===== src/rtl/dm_access_ctrl_pkg.sv =====
// Shared types and DM geometry for the MA-stage data-memory access path.
package dm_access_ctrl_pkg;

  localparam int unsigned DM_ADDR_W      = 7;
  localparam int unsigned DM_DATA_W      = 32;
  localparam int unsigned DM_TIMEOUT_DEF = 15;
  localparam int unsigned DM_CTR_W       = 8;

  typedef enum logic [1:0] {
    ST_IDLE = 2'd0,
    ST_BUSY = 2'd1,
    ST_RESP = 2'd2
  } dm_state_e;

endpackage


===== src/rtl/dm_timeout_ctr.sv =====
// Clear/enable up-counter with a terminal-count flag at TC-1.
module dm_timeout_ctr #(
  parameter int unsigned W  = 8,
  parameter int unsigned TC = 15
) (
  input  logic i_clk,
  input  logic i_rst_n,
  input  logic i_clr,
  input  logic i_en,
  output logic o_tc_c
);

  logic [W-1:0] r_cnt;

  always_ff @(posedge i_clk) begin
    if (!i_rst_n)   r_cnt <= '0;
    else if (i_clr) r_cnt <= '0;
    else if (i_en)  r_cnt <= r_cnt + W'(1);
  end

  assign o_tc_c = (r_cnt == W'(TC - 1));

endmodule


===== src/rtl/dm_access_ctrl.sv =====
// MA-stage to data-memory controller: address check, DM strobes, done/timeout
// handling and a one-cycle response pulse that releases the pipeline stall.
module dm_access_ctrl
  import dm_access_ctrl_pkg::*;
#(
  parameter int unsigned ADDR_W  = DM_ADDR_W,
  parameter int unsigned DATA_W  = DM_DATA_W,
  parameter int unsigned TIMEOUT = DM_TIMEOUT_DEF
) (
  input  logic              clk,
  input  logic              rst,
  input  logic              req_valid,
  input  logic              req_we,
  input  logic [31:0]       req_addr,
  input  logic [DATA_W-1:0] req_wdata,
  output logic              stall,
  output logic              rsp_valid,
  output logic [DATA_W-1:0] rsp_rdata,
  output logic              rsp_err,
  output logic              DMclka,
  output logic              DMena,
  output logic              DMwea,
  output logic [ADDR_W-1:0] DMaddra,
  output logic [DATA_W-1:0] DMdina,
  input  logic [DATA_W-1:0] DMdouta,
  input  logic              DMdone
);

  dm_state_e         r_state, w_state_nxt;
  logic              r_dm_ena, w_dm_ena_nxt;
  logic              r_dm_wea, w_dm_wea_nxt;
  logic [ADDR_W-1:0] r_dm_addr, w_dm_addr_nxt;
  logic [DATA_W-1:0] r_dm_din, w_dm_din_nxt;
  logic [DATA_W-1:0] r_rdata, w_rdata_nxt;
  logic              r_rsp_valid, w_rsp_valid_nxt;
  logic              r_rsp_err, w_rsp_err_nxt;
  logic              w_ctr_clr, w_ctr_en, w_ctr_tc;
  logic              w_addr_ok;

  // Word aligned and inside the DM window.
  assign w_addr_ok = (req_addr[1:0] == 2'b00) &&
                     ((req_addr >> (ADDR_W + 2)) == 32'd0);

  dm_timeout_ctr #(
    .W  (DM_CTR_W),
    .TC (TIMEOUT)
  ) u_timeout_ctr (
    .i_clk   (clk),
    .i_rst_n (rst),
    .i_clr   (w_ctr_clr),
    .i_en    (w_ctr_en),
    .o_tc_c  (w_ctr_tc)
  );

  always_comb begin
    w_state_nxt     = r_state;
    w_dm_ena_nxt    = r_dm_ena;
    w_dm_wea_nxt    = r_dm_wea;
    w_dm_addr_nxt   = r_dm_addr;
    w_dm_din_nxt    = r_dm_din;
    w_rdata_nxt     = r_rdata;
    w_rsp_valid_nxt = 1'b0;
    w_rsp_err_nxt   = 1'b0;
    w_ctr_clr       = 1'b0;
    w_ctr_en        = 1'b0;
    unique case (r_state)
      ST_IDLE: begin
        if (req_valid) begin
          if (w_addr_ok) begin
            w_dm_ena_nxt  = 1'b1;
            w_dm_wea_nxt  = req_we;
            w_dm_addr_nxt = req_addr[ADDR_W+1:2];
            w_dm_din_nxt  = req_wdata;
            w_ctr_clr     = 1'b1;
            w_state_nxt   = ST_BUSY;
          end else begin
            w_rdata_nxt     = '0;
            w_rsp_valid_nxt = 1'b1;
            w_rsp_err_nxt   = 1'b1;
            w_state_nxt     = ST_RESP;
          end
        end
      end
      ST_BUSY: begin
        // Done takes priority over a coincident timeout.
        if (DMdone) begin
          w_rdata_nxt     = r_dm_wea ? '0 : DMdouta;
          w_dm_ena_nxt    = 1'b0;
          w_dm_wea_nxt    = 1'b0;
          w_rsp_valid_nxt = 1'b1;
          w_state_nxt     = ST_RESP;
        end else if (w_ctr_tc) begin
          w_rdata_nxt     = '0;
          w_dm_ena_nxt    = 1'b0;
          w_dm_wea_nxt    = 1'b0;
          w_rsp_valid_nxt = 1'b1;
          w_rsp_err_nxt   = 1'b1;
          w_state_nxt     = ST_RESP;
        end else begin
          w_ctr_en = 1'b1;
        end
      end
      ST_RESP: w_state_nxt = ST_IDLE;
      default: w_state_nxt = ST_IDLE;
    endcase
  end

  always_ff @(posedge clk) begin
    if (!rst) begin
      r_state     <= ST_IDLE;
      r_dm_ena    <= 1'b0;
      r_dm_wea    <= 1'b0;
      r_dm_addr   <= '0;
      r_dm_din    <= '0;
      r_rdata     <= '0;
      r_rsp_valid <= 1'b0;
      r_rsp_err   <= 1'b0;
    end else begin
      r_state     <= w_state_nxt;
      r_dm_ena    <= w_dm_ena_nxt;
      r_dm_wea    <= w_dm_wea_nxt;
      r_dm_addr   <= w_dm_addr_nxt;
      r_dm_din    <= w_dm_din_nxt;
      r_rdata     <= w_rdata_nxt;
      r_rsp_valid <= w_rsp_valid_nxt;
      r_rsp_err   <= w_rsp_err_nxt;
    end
  end

  assign stall     = req_valid & ~r_rsp_valid;
  assign rsp_valid = r_rsp_valid;
  assign rsp_rdata = r_rdata;
  assign rsp_err   = r_rsp_err;
  assign DMclka    = clk;
  assign DMena     = r_dm_ena;
  assign DMwea     = r_dm_wea;
  assign DMaddra   = r_dm_addr;
  assign DMdina    = r_dm_din;

endmodule

===== config.mk =====
export PLATFORM = sky130hd
export DESIGN_NAME = dm_access_ctrl
export DESIGN_NICKNAME = d
export VERILOG_FILES = /design/src/rtl/dm_access_ctrl_pkg.sv /design/src/rtl/dm_timeout_ctr.sv /design/src/rtl/dm_access_ctrl.sv
export SDC_FILE = /design/constraint.sdc
export NUM_CORES = 1
export LEC_CHECK = 0
export BUFFER_PORTS_ARGS = -buffer_cell sky130_fd_sc_hd__buf_2
export CAP_MARGIN = 10
export CELL_PAD_IN_SITES_DETAIL_PLACEMENT = 1
export CELL_PAD_IN_SITES_GLOBAL_PLACEMENT = 1
export CORE_UTILIZATION = 33
export CTS_CLUSTER_SIZE = 12
export DETAILED_ROUTE_END_ITERATION = 6
export GPL_ROUTABILITY_DRIVEN = 0
export PLACE_DENSITY = 0.84
export SYNTH_ARGS = -nofsm -noshare
export SYNTH_HDL_FRONTEND = slang
export SYNTH_SLANG_ARGS = --single-unit

===== constraint.sdc =====
create_clock -name clk -period 2.7 [get_ports clk]
set_input_delay 0.135 -clock clk [delete_from_list [all_inputs] [get_ports clk]]
set_output_delay 0.135 -clock clk [all_outputs]
set_load 0.01 [all_outputs]

==> results of run 1 <==
## metal layers
layer | share of wire | up-vias | routed length, um | global-route usage
met5 | 0 | - | 0 | 0
met4 | 0.022 | 0 | 298 | 0.103
met3 | 0.067 | 25 | 910 | 0.0652
met2 | 0.52 | 147 | 7060 | 0.434
met1 | 0.39 | 1968 | 5360 | 0.239
li1 | - | 1993 | - | -
## area by class of cell
class / instances / share of cell area
flip-flops and latches: 85 / 0.290
clock buffers: 15 / 0.0551
well taps: 140 / 0.0299
repair buffers: 255 / 0.284
inverters: 6 / 0.00384
clock inverters: 5 / 0.0102
multi-input cells: 318 / 0.327
## cell usage after synthesis, types with 3 or more instances
library cell	instances
a21oi_1	3
a311oi_1	4
clkbuf_1	28
dfxtp_1	85
inv_1	6
mux2i_1	39
nand2_1	146
nand4_1	4
nor2_1	12
nor3_1	3
nor4_1	9
o211ai_1	33
o21bai_1	34
xnor2_1	6
## cell usage in the layout, fill, tap and decap left out, types with 2 or more instances in the layout
cell	instances
a311oi_1	3
mux2i_1	39
a21oi_1	3
nand2_1	146
nor3_1	2
dfxtp_1	85
nor2_1	12
buf_2	176
dlygate4sd3_1	71
clkbuf_16	12
o21bai_1	33
ha_1	2
xnor2_1	6
nand4_1	4
buf_4	8
nor4_1	9
or3b_2	2
nand3_1	2
and3_1	2
inv_1	6
clkinvlp_4	4
o211ai_1	33
## path summary, 6_finish.rpt
path / start / endpoint / slack (ns) / depth (start not counted)
setup / recovery: r_state[0] / DMdina[29] / 0.75 / 4
hold / removal: req_we / DMwea / 0.02 / 3
setup reg to reg: r_state[0] / DMdina[29] / 0.75 / 4
hold reg to reg: DMdina[15] / DMdina[15] / 0.46 / 2
## report_power, final
group | switching (mW) | leakage, nW | internal, mW | total, mW
clock | 0.561 | 0.175 | 0.941 | 1.50
sequential | 0.00154 | 0.685 | 1.26 | 1.26
combinational | 0.104 | 2.02 | 0.138 | 0.242
total | 0.666 | 2.88 | 2.34 | 3.00
## kinds of logic after synthesis
logic type                 share of synthesized area
and+or+nand+nor                                0.213
DFF                                            0.453
AOI/OAI and AO/OA                              0.165
buffers and inverters                         0.0446
muxes                                          0.104
xor gates and xnor gates                      0.0140
adders and majority gates                    0.00666
## state kept, by name (all words and copies together) (netlist names)
| signal | count |
|---|---|
| DMaddra | 7 |
| DMdina | 32 |
| DMena | 1 |
| DMwea | 1 |
| r_state | 2 |
| rsp_err | 1 |
| rsp_rdata | 32 |
| rsp_valid | 1 |
| u_timeout_ctr.r_cnt | 8 |
## per-stage QoR
stage	setup slack, ns	hold slack, ns
finish	0.752	0.0173
global route	0.651	0.0295
CTS	0.778	0.00540
detailed placement	0.428	0.236
global placement	0.459	0.236
floorplan	0.642	0.227
## critical path: stages (launching register included)
cell and delay, ns:
dfxtp_1 0.37, or3b_2 0.55, or3_2 0.47, buf_12 0.22, mux2i_1 0.24
## what timing repair did
| action | in CTS | in global routing |
|---|---|---|
| gates resized for setup | 0 | 0 |
| hold buffers | 71 | 0 |
| hold endpoints to repair | 71 | 0 |
==> metrics.md, run 1 <==
| Metric | Value |
|---|---|
| Pwr Density | `512 nW/um2` |
| Filler cells | `1329` |
| GRT overflow | `0` |
| Avg WL per Cell | `16.5 um` |
| Crit path max fanout | `39` |
| Top-level I/O count | `178` |
| First-pass GRT wire length | `21100 um` |
| Share of layout cells above drive strength 1 | `0.311` |
| Pleak | `2.88 nW` |
| Area grow syn2layout | `56.1%` |
| Ys Warns | `0` |
| # diodes | `0` |
| Initial antenna violation count | `0` |
| Die X | `109 um` |
| Syn nets | `545` |
| FF+latch area | `1700 um2` |
| DRT iter0 DRCs | `196` |
| Maxcap violations | `0` |
| Seq/Total Area, Yosys | `0.453` |
| Final cell count without fillers | `824` |
| Nets@finish | `782` |
| Clock Latency Late Sink | `0.45 ns` |
| Via count | `4133` |
| Drt drc | `0` |
| Final Hold Vio Count | `0` |
| Hold Path Class | `primary input to flip-flop` |
| Slew @ Worst Pin | `0.654 ns` |
| Total Wirelength | `13600 um` |
| Mapped cell area | `3760 um2` |
| Post-synth cell types | `37` |
| Post-CTS Setup Bufs | `0` |
| Rows | `38` |
| Synth Instances | `442` |
| Post-synth EDFFs | `0` |
| Setup TNS | `0 ns` |
| Run status | `complete, no violations` |
| Synthesized area per cell | `8.50 um2` |
| Fmax | `513 MHz` |
| Clk slew on worst S/H paths | `0.06 ns` |
| Flops & latches, synth | `85` |
| Fin area | `5860 um2` |
| Synth area leaders | `dfxtp_1, nand2_1, mux2i_1` |
| RSZ-0062 raised after global routing | `false` |
| CTS tree | `done` |
| Antenna Nets Post-Route | `0` |
| Setup crit end kind | `flip-flop` |
| Initial core utilization | `0.342` |
| CP required | `3.05 ns` |
| Crit path arrival time | `2.30 ns` |
| Final Util | `0.534` |
| Total core area | `11000 um2` |
| Top cell type's share of synthesized area | `0.453` |
| Layout Skew | `0.00851 ns` |
| First-pass DRT Iterations | `4` |
| Port Buffers | `177` |
| Leading area contributor after synthesis | `dfxtp_1` |
| Tmin final | `1.95 ns` |
| Final setup fails | `0` |
| VDD IR max | `283 uV` |
| Setup crit start kind | `flip-flop` |
| Vias in the first global route | `4445` |
| Async S/R FF share, synth | `0` |
| Dominant synthesized flop cell | `dfxtp_1` |
| Total GRT Usage | `0.232` |
| Final HPWL DP | `8120 um` |
| Setup CP Type | `flip-flop to flip-flop` |
| Pin count of the biggest net entering global routing | `62` |
| Slew Viols, Final | `0` |
| DIE HEIGHT | `109 um` |
| Vias per cell | `5.02` |
| Cell Area, Placed | `4770 um2` |
| Power, Total | `3.00 mW` |
| Area occupied by multi-input gates | `1910 um2` |
| Die area | `11800 um2` |
| Fin crit share | `0.722` |
| Max-slew headroom | `0.561` |
| Placed insts | `734` |
(Power assumes the default switching activity.)
==> run 2: changes to the inputs <==
--- a/config.mk
+++ b/config.mk
@@ -9,11 +9,11 @@
 export CAP_MARGIN = 10
 export CELL_PAD_IN_SITES_DETAIL_PLACEMENT = 1
 export CELL_PAD_IN_SITES_GLOBAL_PLACEMENT = 1
-export CORE_UTILIZATION = 33
+export CORE_UTILIZATION = 30
 export CTS_CLUSTER_SIZE = 12
 export DETAILED_ROUTE_END_ITERATION = 6
 export GPL_ROUTABILITY_DRIVEN = 0
-export PLACE_DENSITY = 0.84
+export PLACE_DENSITY = 0.81
 export SYNTH_ARGS = -nofsm -noshare
 export SYNTH_HDL_FRONTEND = slang
 export SYNTH_SLANG_ARGS = --single-unit
==> constraint.sdc (replaced) <==
create_clock -name clk -period 1.65 [get_ports clk]
set_input_delay 0.0825 -clock clk [delete_from_list [all_inputs] [get_ports clk]]
set_output_delay 0.0825 -clock clk [all_outputs]
set_load 0.01 [all_outputs]
==> metrics.md, run 2 (same netlist as run 1, synthesis figures left out) <==
| Metric | Value |
|---|---|
| Layout Skew | `0.0150 ns` |
| Max-slew headroom | `0.411` |
| Die area | `13000 um2` |
| Pleak | `3.18 nW` |
| Crit path max fanout | `3` |
| Met3 GRT Util | `0.0723` |
| FF+latch area | `1710 um2` |
| Final Hold Vio Count | `0` |
| CTS tree | `done` |
| Fin area | `6580 um2` |
| Pin count of the biggest net entering global routing | `88` |
| First-pass DRT Iterations | `4` |
| Vias in the first global route | `5043` |
| RSZ-0062 raised after global routing | `true` |
| Tmin final | `1.74 ns` |
| Crit path arrival time | `2.05 ns` |
| Area grow syn2layout | `75.1%` |
| Pwr Density | `769 nW/um2` |
| Die X | `114 um` |
| Clk slew on worst S/H paths | `0.07 ns` |
| Avg WL per Cell | `22.6 um` |
| Final setup fails | `25` |
| Fmax | `573 MHz` |
| CP required | `1.96 ns` |
| Area occupied by multi-input gates | `2130 um2` |
| GRT overflow | `0` |
| Global route hottest layer | `met2` |
| Total Wirelength | `20100 um` |
| GR Util met2 | `0.481` |
| Share of layout cells above drive strength 1 | `0.386` |
| Final HPWL DP | `9250 um` |
| Port Buffers | `177` |
| Total core area | `12100 um2` |
| Commonest non-fill, non-tap cell in the layout | `buf_2` |
| Cell Area, Placed | `5070 um2` |
| Total GRT Usage | `0.263` |
| Hold depth | `4` |
| Run status | `finished with violations` |
| Nets@finish | `821` |
| Clock Latency Late Sink | `0.46 ns` |
| Setup CP Type | `primary input to flip-flop` |
| Post-route setup slack | `-0.0944 ns` |
| Maxcap violations | `0` |
| Initial core utilization | `0.310` |
| Drt drc | `0` |
| Setup crit start kind | `primary input` |
| Initial antenna violation count | `1` |
| Antenna Nets Post-Route | `0` |
| Slew Viols, Final | `0` |
| Top-level I/O count | `178` |
| Grt met1 use | `0.275` |
| VDD IR max | `430 uV` |
| Vias per cell | `5.20` |
| First-pass GRT wire length | `26200 um` |
| Fin crit share | `1.06` |
| Rows | `40` |
| Cells on worst reg2reg path | `4` |
| Hold Path Class | `primary input to flip-flop` |
| Failing checks | `negative setup slack` |
| Via count | `4641` |
| DRT iter0 DRCs | `271` |
| DIE HEIGHT | `114 um` |
| Most frequent cells in the layout | `buf_2, nand2_1, dfxtp_1` |
| Setup crit end kind | `flip-flop` |
| Setup TNS | `-0.948 ns` |
| Slew @ Worst Pin | `0.876 ns` |
| Filler cells | `1419` |
==> run 2: cell type report <==
type,instances,share of cell area
Timing Repair Buffer,294,0.322
Clock buffer,15,0.0491
Multi-Input combinational cell,318,0.324
Inverter,6,0.00343
Sequential cell,85,0.260
Antenna cell,1,0.000381
Tap cell,168,0.0320
Clock inverter,5,0.00894
==> run 2: metrics by stage <==
step	hold slack [ns]	setup WS, ns	util	power [mW]	instances
after global routing	0.0980	-0.124	0.543	5.20	892
after CTS	0.0506	0.0192	0.519	5.00	883
after floorplan	0.174	-0.298	-	2.25	442
after detailed placement	0.183	-0.477	0.419	2.42	789
final	0.0865	-0.0944	0.543	5.06	892
after global placement	0.183	-0.404	0.419	2.41	789
==> run 2: repair_timing <==
action                                 CTS  global route
buffers inserted                         0             4
setup endpoints to repair               47            52
hold buffers                            73             0
pin swaps                                2            54
endpoints found under the hold margin   73             0
gates resized for setup                 11            33
cloned                                   2             5
==> run 2: worst max-delay path, stage by stage <==
cell and delay (ns):
buf_2 0.11, or4_4 0.57, or3_4 0.41, buf_4 0.17
nor3_1 0.67, nor4_4 0.04
==> run 2: final timing paths <==
path                                    from  slack (ns)         end
worst max-delay path            req_addr[28]       -0.09  r_state[1]
worst min-delay path                  DMdone        0.09     rsp_err
worst max register to register    r_state[0]       -0.08   DMdina[2]
worst min register to register     DMdina[5]        0.48   DMdina[5]
==> run 2: report_power, final <==
group | internal [mW] | switching (mW)
clock network | 1.55 | 0.989
logic | 0.252 | 0.216
registers | 2.05 | 0.00250
==> run 2: routing by layer <==
| metal | wire [um] | part of all wire | up-vias |
|---|---|---|---|
| met5 | 0 | 0 | - |
| met4 | 1010 | 0.050 | 0 |
| met1 | 7730 | 0.38 | 2257 |
| li1 | - | - | 2076 |
| met3 | 1270 | 0.063 | 77 |
| met2 | 10100 | 0.50 | 231 |
==> run 3: changes to the inputs <==
--- a/config.mk
+++ b/config.mk
@@ -9,11 +9,12 @@
 export CAP_MARGIN = 10
 export CELL_PAD_IN_SITES_DETAIL_PLACEMENT = 1
 export CELL_PAD_IN_SITES_GLOBAL_PLACEMENT = 1
-export CORE_UTILIZATION = 30
+export CORE_UTILIZATION = 29
 export CTS_CLUSTER_SIZE = 12
 export DETAILED_ROUTE_END_ITERATION = 6
 export GPL_ROUTABILITY_DRIVEN = 0
-export PLACE_DENSITY = 0.81
+export PLACE_DENSITY = 0.79
 export SYNTH_ARGS = -nofsm -noshare
 export SYNTH_HDL_FRONTEND = slang
+export SYNTH_HIERARCHICAL = 1
 export SYNTH_SLANG_ARGS = --single-unit
==> metrics.md, run 3 <==
| Metric | Value |
|---|---|
| HP Start | `req_valid` |
| Cell Area, Placed | `4670 um2` |
| Final setup fails | `48` |
| Flops & latches, synth | `85` |
| VDD IR max | `714 uV` |
| Fin area | `6110 um2` |
| Hold Path Class | `primary input to flip-flop` |
| Setup crit start kind | `flip-flop` |
| Fin crit share | `1.19` |
| Critical path origin | `u_timeout_ctr/r_cnt[0]` |
| Seq/Total Area, Yosys | `0.469` |
| Ys Warns | `6` |
| Pleak | `2.61 nW` |
| Total core area | `12100 um2` |
| CTS tree | `done` |
| First-pass GRT wire length | `22800 um` |
| Failing checks | `negative setup slack` |
| Placed insts | `748` |
| Comb power frac | `0.090` |
| Hold depth | `4` |
| Synth cell count leaders | `dfxtp_1, nand2_1, o21ai_0, nand4_1, a21oi_1` |
| Antenna Nets Post-Route | `0` |
| Top-level I/O count | `178` |
| Total Wirelength | `15600 um` |
| DIE HEIGHT | `114 um` |
| Syn nets | `515` |
| Setup TNS | `-10.75 ns` |
| Synth area leaders | `dfxtp_1, nand4_1, o21ai_0` |
| Crit Reg-Reg Startpoint | `u_timeout_ctr/r_cnt[0]` |
| Worst slack at placement | `-0.336 ns` |
| Slew @ Worst Pin | `0.562 ns` |
| Tmin final | `1.97 ns` |
| Most frequent cells in the layout | `buf_2, dfxtp_1, dlygate4sd3_1` |
| Initial antenna violation count | `6` |
| Async S/R FF share, synth | `0` |
| Die area | `13000 um2` |
| Die X | `114 um` |
| Final cell count without fillers | `856` |
| CP required | `1.97 ns` |
| Final Util | `0.505` |
| Synth Instances | `412` |
| Commonest non-fill, non-tap cell in the layout | `buf_2` |
| Total GRT Usage | `0.230` |
| Dominant synthesized flop cell | `dfxtp_1` |
| Area grow syn2layout | `68.6%` |
| Drt drc | `0` |
| Reg-to-reg slack, setup | `-0.32 ns` |
| Setup crit end kind | `flip-flop` |
| Crit path max fanout | `32` |
| First-pass DRT Iterations | `4` |
| Worst Setup EP | `rsp_rdata[28]` |
| Most frequent cell after synthesis | `dfxtp_1` |
| GRT overflow | `0` |
| Top cell type's share of synthesized area | `0.469` |
| Rows | `40` |
| Post-route setup slack | `-0.319 ns` |
| Mapped cell area | `3630 um2` |
| Sw power | `1.15 mW` |
| Share of layout cells above drive strength 1 | `0.421` |
| Setup CP Type | `flip-flop to flip-flop` |
| Leading area contributor after synthesis | `dfxtp_1` |
| Internal Power | `3.75 mW` |
| Final Hold Vio Count | `0` |
| Pin count of the biggest net entering global routing | `40` |
| DRT iter0 DRCs | `248` |
| Initial core utilization | `0.299` |
| Vias per cell | `4.99` |
| Layout Skew | `0.0141 ns` |
| Worst flop-to-flop path endpoint | `rsp_rdata[28]` |
| RSZ-0062 raised after global routing | `true` |
| Maxcap violations | `0` |
| Clock Latency Late Sink | `0.46 ns` |
| Avg WL per Cell | `18.2 um` |
| Filler cells | `1456` |
| WHS | `0.0832 ns` |
| Crit path arrival time | `2.29 ns` |
| Pwr Density | `801 nW/um2` |
| Final HPWL DP | `9160 um` |
| Register share of total power | `0.420` |
| Vias in the first global route | `4530` |
| Nets@finish | `784` |
| Via count | `4269` |
| Port Buffers | `177` |
| Switch share | `0.235` |
| Clock share of power | `0.490` |
| Clk slew on worst S/H paths | `0.07 ns` |
| Slew Viols, Final | `0` |
| Fmax | `508 MHz` |
| Post-synth cell types | `46` |
| Power, Total | `4.90 mW` |
| Synthesized area per cell | `8.80 um2` |
| Cells on worst reg2reg path | `9` |
| Max-slew headroom | `0.625` |
| Post-synth EDFFs | `0` |
| Run status | `finished with violations` |
run 3: changes by cell type after synthesis, moves of 32 or more:
cell | before | now
o21ai_0 | 1 | 55
a21oi_1 | 3 | 43
mux2i_1 | 39 | 0
o21bai_1 | 34 | 0
nand2_1 | 146 | 69
nand4_1 | 4 | 45
o211ai_1 | 33 | 1
run 3: worst max-delay path, stage by stage, from the launching register on:
cell	delay (ns)
dfxtp_4	0.35
inv_4	0.05
ha_4	0.11
nand4b_1	0.15
nor4_4	0.20
nor2_2	0.06
a211o_1	0.36
a31oi_4	0.19
buf_12	0.20
o21ai_0	0.13
run 3: worst min-delay path by stage:
| stage | endpoint | slack, ns |
|---|---|---|
| 2_1_floorplan | DMclka | 0.17 |
| 3_3_place_gp | DMclka | 0.18 |
| 3_5_place_dp | DMclka | 0.18 |
| 4_1_cts | DMwea | 0.04 |
| 5_1_grt | rsp_err | 0.12 |
| 6_report | rsp_err | 0.08 |
run 3: timing repair:
item / in CTS / in global routing
gates resized for setup: 11 / 59
gates cloned: 0 / 2
hold buffers: 73 / 0
setup buffers: 5 / 9
hold endpoints to repair: 75 / 0
setup endpoints to repair: 41 / 57
pin swaps: 6 / 9
run 3: area by class of cell:
type / count / area [um2] / share of cell area
Tap cell: 168 / 210 / 0.0344
Antenna cell: 2 / 5.00 / 0.000818
Multi-Input combinational cell: 283 / 1730 / 0.282
Sequential cell: 85 / 1710 / 0.279
Timing Repair Buffer: 294 / 2070 / 0.339
Clock buffer: 15 / 333 / 0.0544
Clock inverter: 5 / 41.3 / 0.00675
Inverter: 4 / 17.5 / 0.00286
run 3: cell families (layout without fill, tap and decap cells):
kind of cell	after synthesis	in the layout	share of synthesized area
simple gates	151	151	0.224
fa+ha+maj	2	2	0.00690
compound gates	126	126	0.187
buf+inv	44	318	0.104
other cells	0	2	0
flops	85	85	0.469
xor+xnor	4	4	0.00966
run 3: per-layer routing:
metal / global-route usage / wire (um) / vias up
met4: 0.132 / 541 / 6
met2: 0.437 / 8500 / 150
met5: 0 / 43 / -
met1: 0.224 / 5720 / 2047
met3: 0.0616 / 774 / 51
li1: - / - / 2015
run 3: power by group through the flow:
stage,Sequential [mW],Combinational [mW],Clock [mW]
2_1_floorplan,2.10,0.109,0.0499
4_1_cts,2.06,0.416,2.46
5_1_grt,2.06,0.468,2.56
3_5_place_dp,2.10,0.271,0.0366
3_3_place_gp,2.10,0.265,0.0366
6_report,2.06,0.441,2.40
